## config.mk

```make
export PLATFORM = sky130hd
export DESIGN_NAME = instruction_fetch
export DESIGN_NICKNAME = d
export VERILOG_FILES = /design/src/rtl/instruction_fetch.sv
export SDC_FILE = /design/constraint.sdc
export NUM_CORES = 1
export LEC_CHECK = 0
export ABC_AREA = 0
export CORE_MARGIN = 1
export CORE_UTILIZATION = 30
export DETAILED_ROUTE_END_ITERATION = 10
export PLACE_DENSITY = 0.66
export SYNTH_ARGS = -nofsm -noshare
export SYNTH_HDL_FRONTEND = slang
export SYNTH_SLANG_ARGS = --single-unit
```

## constraint.sdc

```tcl
create_clock -name clk -period 3.09 [get_ports clk]
set_input_delay 0.7725 -clock clk [delete_from_list [all_inputs] [get_ports clk]]
set_output_delay 0.7725 -clock clk [all_outputs]
set_load 0.02 [all_outputs]
```

## src/rtl/instruction_fetch.sv

```systemverilog
// Fetch stage: walks the PC over the byte-wide ROM, assembles 1/2-byte
// instructions and hands them to decode. Optional self-loop halt: IFETCH_HALT_DETECT_EN.
module instruction_fetch #(
    parameter logic [7:0] RESET_PC = 8'h00
) (
    input  logic       clk,
    input  logic       reset,
    output logic [7:0] mem_addr,
    input  logic [7:0] mem_data,
    output logic       instr_valid,
    input  logic       instr_ready,
    output logic [7:0] instr_opcode,
    output logic [7:0] instr_operand,
    output logic       instr_two_byte,
    output logic [7:0] instr_pc,
    input  logic       redirect,
    input  logic [7:0] redirect_target,
    output logic       halted
);

`ifdef IFETCH_HALT_DETECT_EN
    typedef enum logic [1:0] {BYTE0, BYTE1, VALID, HALT} state_t;
`else
    typedef enum logic [1:0] {BYTE0, BYTE1, VALID} state_t;
`endif

    state_t     state, state_n;
    logic [7:0] pc, pc_n;
    logic [7:0] opcode_n, operand_n, ipc_n;
    logic       two_n;
    logic       in_halt;

    // MOV_IMM / CMP_IMM (8x) and the branches (Ax/Bx) carry an operand byte
    function automatic logic is_two_byte(input logic [7:0] b);
        return (b[7:4] == 4'b1000) || (b[7:5] == 3'b101);
    endfunction

    assign mem_addr = pc;

`ifdef IFETCH_HALT_DETECT_EN
    logic halted_q;
    assign in_halt = (state == HALT);
    assign halted  = halted_q;
`else
    assign in_halt = 1'b0;
    assign halted  = 1'b0;
`endif

    always_comb begin
        state_n   = state;
        pc_n      = pc;
        opcode_n  = instr_opcode;
        operand_n = instr_operand;
        two_n     = instr_two_byte;
        ipc_n     = instr_pc;
        case (state)
            BYTE0: begin
                opcode_n = mem_data;
                ipc_n    = pc;
                pc_n     = pc + 8'd1;
                two_n    = is_two_byte(mem_data);
                if (is_two_byte(mem_data)) begin
                    state_n = BYTE1;
                end else begin
                    operand_n = 8'h00;
                    state_n   = VALID;
                end
            end
            BYTE1: begin
                operand_n = mem_data;
                pc_n      = pc + 8'd1;
                state_n   = VALID;
            end
            VALID: begin
                if (instr_ready) begin
                    state_n = BYTE0;
`ifdef IFETCH_HALT_DETECT_EN
                    // BRA to itself: park instead of spinning forever
                    if (instr_opcode == 8'hA8 && instr_operand == instr_pc)
                        state_n = HALT;
`endif
                end
            end
            default: state_n = state;
        endcase
        // redirect wins over every transition, including the halt entry
        if (redirect && !in_halt) begin
            pc_n    = redirect_target;
            state_n = BYTE0;
        end
    end

    always_ff @(posedge clk) begin
        if (reset) begin
            state          <= BYTE0;
            pc             <= RESET_PC;
            instr_valid    <= 1'b0;
            instr_opcode   <= 8'h00;
            instr_operand  <= 8'h00;
            instr_two_byte <= 1'b0;
            instr_pc       <= 8'h00;
        end else begin
            state          <= state_n;
            pc             <= pc_n;
            instr_valid    <= (state_n == VALID);
            instr_opcode   <= opcode_n;
            instr_operand  <= operand_n;
            instr_two_byte <= two_n;
            instr_pc       <= ipc_n;
        end
    end

`ifdef IFETCH_HALT_DETECT_EN
    always_ff @(posedge clk) begin
        if (reset) halted_q <= 1'b0;
        else if (state_n == HALT) halted_q <= 1'b1;
    end
`endif

endmodule
```

==> flow_summary_export.csv, run 1 <==
group,metric,value,unit
clock_network,worstSkewPairLatency,280,ps
layout,antenna_cells,0,
drt,first_iter_violations,86,
placed_design,post-dp-hpwl,2.61,mm
placed_design,globalplace.congestion,0.788,
power,p_per_area,483,mW/mm^2
synthesis,synth.largest_area_cell,"dfxtp_1",
layout,final_common_cell,"clkdlybuf4s50_1",
critical_path,rr_worst_depth,3,
power,total_leakage_power,0.753,nW
critical_path,cp.depth,1,
drt,drc,0,
global_routing,grt_start_max_net_pins,18,
synthesis,synthTopCellsByArea,"dfxtp_1, nand2_1, a21oi_1",
sta,post-route-period-util,72.4,%
clock_network,postCtsSetupBuffers,0,
sta,setup_violations,0,
layout,final_net_count,250,
critical_path,cp_data_arrival_time,1460,ps
layout,post-route-util,44.8,%
clock_network,tritoncts,"yes",
sta,finalHoldViolCount,0,
critical_path,crit_type,"reg2out",
critical_path,crit_slowest_cell,"clkdlybuf4s50_1",
sta,tightest_slew,1080,ps
synthesis,synth_nets,199,
clock_network,post_cts_resized,0,
drt,wire_per_inst,12.3,um
clock_network,clk_path_buf_depth,2,
sta,max_freq,447,MHz
synthesis,yosysTopAreaCellShare,48.5,%
critical_path,crit_family,"buffers and inverters",
clock_network,cts_buffers,5,
drt,wirelength,3.66,mm
floorplanning,dieWidth,72.4,um
critical_path,crit_path_start_kind,"register",
clock_network,hold_buffers,0,
worst_hold_path,hp-class,"reg2reg",
clock_network,htreeDepth,2,
critical_path,slowest_delay,670,ps
synthesis,synth_warnings,0,
power,total_power,1.03,mW
sta,layout_min_cycle_time,2240,ps
placed_design,dpl-instance-area,0.00204,sq mm
sta,finalMaxSlewViolations,0,
clock_network,cts_sinks,36,
power,peakVddDrop,0.216,mV
floorplanning,num_rows,25,
layout,fillers,519,
sta,tns,0,ps
synthesis,synth_cell_types,36,
layout,final_cell_mix,"clkdlybuf4s50_1, nand2_1, dfxtp_1",
drt,via_per_inst,4.60,
run,cap_violations,0,
floorplanning,start_util,31.3,%
drt,vias,1365,
critical_path,crit_fanout,7,
global_routing,grt-ovfl-total,0,
placed_design,io_buffer_count,53,
sta,finalClockSkew,6.75,ps
critical_path,endpoint_kind,"output port",
sta,fin_ws,853,ps
floorplanning,io_pins,55,
synthesis,ys_seq_elements,36,
layout,final_area,0.00213,sq mm
sta,grt_setup_unrepaired,"no",
critical_path,cp.required,2320,ps
critical_path,worstPathCellList,"clkdlybuf4s50_1",
floorplanning,die_y,72.4,um
drt,drt-pass1-iter-count,4,
run_status,status,"finished, final reports clean",
synthesis,yosysSeqAreaShare,48.5,%
drt,drt.antenna.violating_nets,0,
synthesis,syn_inst,178,
layout,syn_to_final_growth,43.3,%
clock_network,cts_root_buffer,"clkbuf_8",
placed_design,dpl_worst_slack,859,ps
layout,drive_gt1_share,5.22,%
global_routing,grt_pass1_vias,1194,
global_routing,grtUsageTotal,14.4,%
synthesis,syn_area,0.00149,sq mm
synthesis,syn_avg_cell_area,8.35,sq um
floorplanning,coreArea,0.00475,sq mm
clock_network,path_clk_slew,70,ps
global_routing,antenna_found_initial,0,
sta,slew_headroom,27.7,%
worst_hold_path,hold_depth,2,
floorplanning,dieArea,0.00524,sq mm
critical_path,cp_num_buf_inv,1,
global_routing,grt_pass1_wl,5.75,mm
==> power by group <==
part / leakage, nW / total (mW) / switching [mW] / internal, mW
clock: 0.0455 / 0.341 / 0.159 / 0.182
sequential: 0.296 / 0.514 / 0.0257 / 0.489
combinational: 0.412 / 0.174 / 0.0880 / 0.0859
==> cells by family after synthesis <==
family	Yosys count	share of synthesized area (%)
compound gates	42	16.4
fa+ha+maj	1	0.842
other cells	1	0.252
simple gates	80	25.3
xor+xnor	4	2.36
buf+inv	13	5.55
mux	1	0.758
flops	36	48.5
==> synthesized netlist by cell type <==
cell type	instances
nand3_1	11
o31ai_1	1
a211oi_1	2
o211a_1	1
mux2_2	1
o21ai_0	10
buf_4	2
xnor2_1	1
conb_1	1
a21oi_1	20
nand4b_1	2
o221ai_1	1
or2_2	2
or3_1	1
clkbuf_1	3
and3_1	1
ha_1	1
nand2b_1	11
buf_6	3
dfxtp_1	36
o21bai_1	1
inv_1	2
nor2_1	7
nand2_2	1
a31oi_1	2
and2_1	1
nand4_1	1
nor2b_1	1
xor2_1	3
buf_2	3
o211ai_1	1
nand2_1	39
nor3_1	1
a311oi_1	2
a21boi_0	1
or4_1	1
==> sequential cells by signal, indices dropped and copies added (netlist names) <==
signal / flops
instr_opcode: 8
instr_operand: 8
instr_pc: 8
instr_two_byte: 1
instr_valid: 1
mem_addr: 8
state: 2
==> stage by stage <==
| step | instances | hold WS (ps) |
|---|---|---|
| final | 297 | 455 |
| after global routing | 297 | 479 |
| after CTS | 297 | 457 |
| after detailed placement | 289 | 449 |
| after global placement | 289 | 442 |
| after floorplan | 178 | 533 |
==> worst reg2reg max path: stages (launching register included) <==
cell     delay, ps
dfxtp_1        470
nor2_1         890
nand3_1        310
and3_1         250
==> final cells by class <==
class,instances,area (sq um),area share [%]
timing repair buffer,55,546,25.6
tap,67,83.8,3.93
inverter,2,7.51,0.352
sequential,36,721,33.8
clock buffer,8,90.1,4.23
multi-input combinational,129,683,32.1
==> path summary, 6_finish.rpt <==
path	to	slack, ps	from
min	instr_pc[0]	460	instr_pc[0]
max reg2reg	instr_valid	1060	state[1]
max	mem_addr[0]	850	mem_addr[0]
min reg2reg	instr_pc[0]	460	instr_pc[0]
==> layer usage <==
metal | global-route usage [%] | share of wire, %
met1 | 19.6 | 49
met5 | 0 | 0
met2 | 21.7 | 47
met3 | 3.19 | 3.2
met4 | 6.54 | 1.7
(Power assumes the default switching activity.)
==> run 2, diff against run 1 <==
==> constraint.sdc (replaced) <==
create_clock -name clk -period 2.1 [get_ports clk]
set_input_delay 0.525 -clock clk [delete_from_list [all_inputs] [get_ports clk]]
set_output_delay 0.525 -clock clk [all_outputs]
set_load 0.02 [all_outputs]
==> run 2 against run 1 <==
Compared with the run above: via count grew 1.5%; global-route usage grew 0.36 points; largest power group unchanged; die area is the same; worst setup slack lost 630 ps; combinational power grew 61%; highest routed layer unchanged; power grew 49%; clock power grew 48%.
==> flow_summary_export.csv, run 2 (synthesis gave the netlist of run 1 again) <==
group,metric,value,unit
worst_hold_path,hp-class,"reg2reg",
clock_network,path_clk_slew,70,ps
critical_path,cp_num_buf_inv,1,
layout,final_net_count,257,
clock_network,cts_root_buffer,"clkbuf_8",
drt,wire_per_inst,11.8,um
worst_hold_path,hold_depth,2,
power,total_leakage_power,0.794,nW
layout,syn_to_final_growth,47.1,%
layout,ff_latch_area,721,sq um
placed_design,post-dp-hpwl,2.65,mm
global_routing,grt_start_max_net_pins,19,
clock_network,hold_buffers,0,
sta,layout_min_cycle_time,1880,ps
power,p_per_area,699,mW/mm^2
drt,drc,0,
drt,drt-pass1-iter-count,4,
clock_network,worstSkewPairLatency,280,ps
critical_path,rr_worst_depth,3,
sta,post-route-period-util,89.4,%
global_routing,grt_pass1_vias,1337,
critical_path,worstPathCellList,"clkdlybuf4s50_1",
critical_path,slowest_delay,640,ps
sta,tightest_slew,1030,ps
floorplanning,num_rows,25,
sta,fin_ws,223,ps
critical_path,crit_path_start_kind,"register",
global_routing,grt_pass1_wl,5.95,mm
global_routing,antenna_found_initial,0,
drt,first_iter_violations,101,
critical_path,crit_type,"reg2out",
clock_network,htreeDepth,2,
sta,holdWs,454,ps
drt,wirelength,3.57,mm
floorplanning,io_pins,55,
global_routing,grtUsageTotal,14.7,%
critical_path,cp_data_arrival_time,1350,ps
critical_path,cp.depth,1,
drt,vias,1385,
sta,finalClockSkew,4.47,ps
drt,via_per_inst,4.56,
global_routing,grt-ovfl-total,0,
critical_path,crit_fanout,5,
sta,finalMaxSlewViolations,0,
floorplanning,dieWidth,72.4,um
sta,max_freq,533,MHz
clock_network,clk_path_buf_depth,2,
placed_design,dpl_worst_slack,264,ps
clock_network,cts_buffers,5,
critical_path,crit_family,"buffers and inverters",
run,cap_violations,0,
clock_network,cts_sinks,36,
sta,grt_setup_unrepaired,"no",
critical_path,crit_slowest_cell,"clkdlybuf4s50_1",
critical_path,cp.required,1570,ps
layout,multi_input_area,683,sq um
critical_path,endpoint_kind,"output port",
drt,drt.antenna.violating_nets,0,
floorplanning,die_y,72.4,um
layout,antenna_cells,0,
layout,final_common_cell,"clkdlybuf4s50_1",
sta,finalHoldViolCount,0,
layout,fillers,477,
layout,final_cell_mix,"clkdlybuf4s50_1, nand2_1, dfxtp_1",
placed_design,globalplace.congestion,0.773,
layout,post-route-util,46.0,%
clock_network,postCtsSetupBuffers,0,
floorplanning,dieArea,0.00524,sq mm
sta,slew_headroom,31.3,%
sta,setup_violations,0,
power,peakVddDrop,0.325,mV
floorplanning,coreArea,0.00475,sq mm
clock_network,tritoncts,"yes",
clock_network,post_cts_resized,0,
sta,tns,0,ps
floorplanning,start_util,31.3,%
placed_design,io_buffer_count,53,
run_status,status,"finished, final reports clean",
layout,drive_gt1_share,8.86,%
## run 2: cell count changes in the layout (fill, tap and decap cells not counted), sizes merged
| cell | change |
|---|---|
| buf | +7 |
| clkbuf | -2 |
| clkinv | +2 |
## run 2: metrics by stage
stage | total power [mW] | cells | cell area [sq um]
after floorplan | 0.903 | 178 | 1490
after global placement | 1.04 | 296 | 2090
after detailed placement | 1.04 | 296 | 2090
after CTS | 1.55 | 304 | 2190
final | 1.53 | 304 | 2190
after global routing | 1.61 | 304 | 2190
## run 2: path summary, 6_finish.rpt
| path | start | endpoint | slack, ps |
|---|---|---|---|
| hold / removal | instr_pc[1] | instr_pc[1] | 450 |
| setup reg to reg | state[0] | instr_valid | 360 |
| hold reg to reg | instr_pc[1] | instr_pc[1] | 450 |
| setup / recovery | mem_addr[4] | mem_addr[4] | 220 |
## run 2: cell type report
cell class,instances,area share (%)
clock inverters,2,0.458
multi-input cells,129,31.3
repair buffers,62,27.4
flip-flops and latches,36,33.0
inverters,2,0.343
clock buffers,6,3.78
well taps,67,3.84
## run 2: layer usage
layer	vias up	track usage [%]	share of wire [%]
li1	718	-	-
met3	8	4.58	3.9
met5	-	0	0
met1	628	19.5	48
met2	31	21.9	46
met4	0	6.75	1.9
## run 2: power breakdown
group / leakage (nW) / internal (mW) / switching, mW
registers: 0.296 / 0.719 / 0.0244
clock network: 0.0510 / 0.262 / 0.244
logic: 0.447 / 0.137 / 0.143
==> run 3, diff against run 2 <==
--- a/config.mk
+++ b/config.mk
@@ -10,6 +10,7 @@
 export CORE_UTILIZATION = 30
 export DETAILED_ROUTE_END_ITERATION = 10
 export PLACE_DENSITY = 0.66
+export SKIP_CTS_REPAIR_TIMING = 1
 export SYNTH_ARGS = -nofsm -noshare
 export SYNTH_HDL_FRONTEND = slang
 export SYNTH_SLANG_ARGS = --single-unit
==> constraint.sdc (replaced) <==
create_clock -name clk -period 2.1 [get_ports clk]
set_input_delay 0.525 -clock clk [delete_from_list [all_inputs] [get_ports clk]]
set_output_delay 0.525 -clock clk [all_outputs]
set_load 0.05 [all_outputs]
==> run 3 against run 2 <==
Compared with the run above: critical path type unchanged; final cell count fell by 1.3%; worst setup slack got worse by 160 ps; clock power fell by 4%; largest power group unchanged; power rose by 3.2%; clock skew fell by 1.4 ps; global-route usage fell by 0.51 points; sequential cell count did not move; via count fell by 2.1%.
==> flow_summary_export.csv, run 3 (synthesis gave the netlist of run 1 again) <==
group,metric,value,unit
drt,drt.antenna.violating_nets,0,
sta,fin_ws,61.1,ps
layout,antenna_cells,0,
layout,multi_input_area,683,sq um
sta,tightest_slew,1000,ps
floorplanning,die_y,72.4,um
global_routing,met1_usage,19.6,%
layout,drive_gt1_share,9.87,%
clock_network,clk_path_buf_depth,2,
clock_network,htreeDepth,2,
clock_network,cts_root_buffer,"clkbuf_8",
critical_path,slowest_delay,830,ps
critical_path,cp.required,1570,ps
global_routing,antenna_found_initial,0,
clock_network,tritoncts,"yes",
placed_design,dpl-instance-area,0.00205,sq mm
floorplanning,dieArea,0.00524,sq mm
floorplanning,coreArea,0.00475,sq mm
layout,final_net_count,253,
sta,finalHoldViolCount,0,
critical_path,rr_worst_depth,3,
critical_path,cp_data_arrival_time,1510,ps
drt,drc,0,
floorplanning,num_rows,25,
sta,post-route-period-util,97.1,%
layout,syn_to_final_growth,43.9,%
global_routing,grt.met2_usage,20.8,%
run,cap_violations,0,
critical_path,cp_num_buf_inv,1,
layout,post-route-util,45.0,%
critical_path,cp.depth,1,
global_routing,busiest_layer,"met2",
sta,setup_violations,0,
layout,fillers,491,
drt,via_per_inst,4.52,
drt,wirelength,3.61,mm
power,p_per_area,738,mW/mm^2
sta,grt_setup_unrepaired,"no",
sta,max_freq,490,MHz
clock_network,cts_sinks,36,
global_routing,grt_start_max_net_pins,19,
layout,final_cell_mix,"clkdlybuf4s50_1, nand2_1, dfxtp_1",
placed_design,dpl_worst_slack,301,ps
global_routing,grt_pass1_wl,5.78,mm
critical_path,crit_slowest_cell,"clkdlybuf4s50_1",
placed_design,post-dp-hpwl,2.65,mm
sta,tns,0,ps
run_status,status,"finished, final reports clean",
sta,finalMaxSlewViolations,0,
drt,wire_per_inst,12.0,um
global_routing,grt_pass1_vias,1255,
placed_design,io_buffer_count,53,
global_routing,grtUsageTotal,14.2,%
sta,layout_min_cycle_time,2040,ps
critical_path,crit_type,"reg2out",
clock_network,cts_buffers,5,
layout,ff_latch_area,721,sq um
clock_network,path_clk_slew,70,ps
worst_hold_path,hp-class,"reg2reg",
drt,first_iter_violations,49,
power,total_leakage_power,0.794,nW
global_routing,met3_usage,4.17,%
sta,finalClockSkew,3.05,ps
critical_path,crit_fanout,5,
drt,vias,1356,
floorplanning,start_util,31.3,%
critical_path,worstPathCellList,"clkdlybuf4s50_1",
critical_path,endpoint_kind,"output port",
floorplanning,io_pins,55,
worst_hold_path,hold_depth,2,
layout,final_common_cell,"clkdlybuf4s50_1",
layout,final_area,0.00214,sq mm
critical_path,crit_family,"buffers and inverters",
global_routing,grt-ovfl-total,0,
sta,slew_headroom,33.0,%
floorplanning,dieWidth,72.4,um
critical_path,crit_path_start_kind,"register",
placed_design,globalplace.congestion,0.797,
power,peakVddDrop,0.356,mV
drt,drt-pass1-iter-count,4,
clock_network,worstSkewPairLatency,290,ps
-- run 3: changes by cell type in the layout (fill, tap and decap cells not counted) --
cell / before / now
buf_4: 9 / 11
clkbuf_8: 6 / 5
clkdlybuf4s50_1: 53 / 46
clkinv_4: 0 / 1
dlymetal6s2s_1: 0 / 1
-- run 3: per-layer routing --
| metal | share of wire [%] | up-vias |
|---|---|---|
| li1 | - | 710 |
| met1 | 49 | 600 |
| met2 | 44 | 38 |
| met3 | 4.9 | 8 |
| met4 | 2.1 | 0 |
| met5 | 0 | - |
-- run 3: power by group --
group	leakage, nW	internal (mW)	switching [mW]
Combinational	0.451	0.127	0.214
Sequential	0.296	0.718	0.0328
Clock	0.0479	0.231	0.255
-- run 3: path summary, 6_finish.rpt --
| path | from | to | slack [ps] |
|---|---|---|---|
| worst max-delay path | mem_addr[6] | mem_addr[6] | 60 |
| worst min-delay path | instr_pc[7] | instr_pc[7] | 450 |
| worst max register to register | state[0] | instr_valid | 360 |
| worst min register to register | instr_pc[7] | instr_pc[7] | 450 |
-- run 3: per-stage QoR --
step | hold WS [ps] | power, mW | instances
after floorplan | 608 | 0.983 | 178
after global placement | 446 | 1.11 | 292
after detailed placement | 449 | 1.11 | 292
after CTS | 460 | 1.59 | 300
after global routing | 480 | 1.65 | 300
final | 455 | 1.58 | 300
-- run 3: cell type report --
| class | instances | share of cell area (%) |
|---|---|---|
| Clock buffer | 5 | 3.22 |
| Clock inverter | 3 | 0.878 |
| Inverter | 2 | 0.351 |
| Multi-Input combinational cell | 129 | 31.9 |
| Sequential cell | 36 | 33.7 |
| Tap cell | 67 | 3.92 |
| Timing Repair Buffer | 58 | 26.0 |
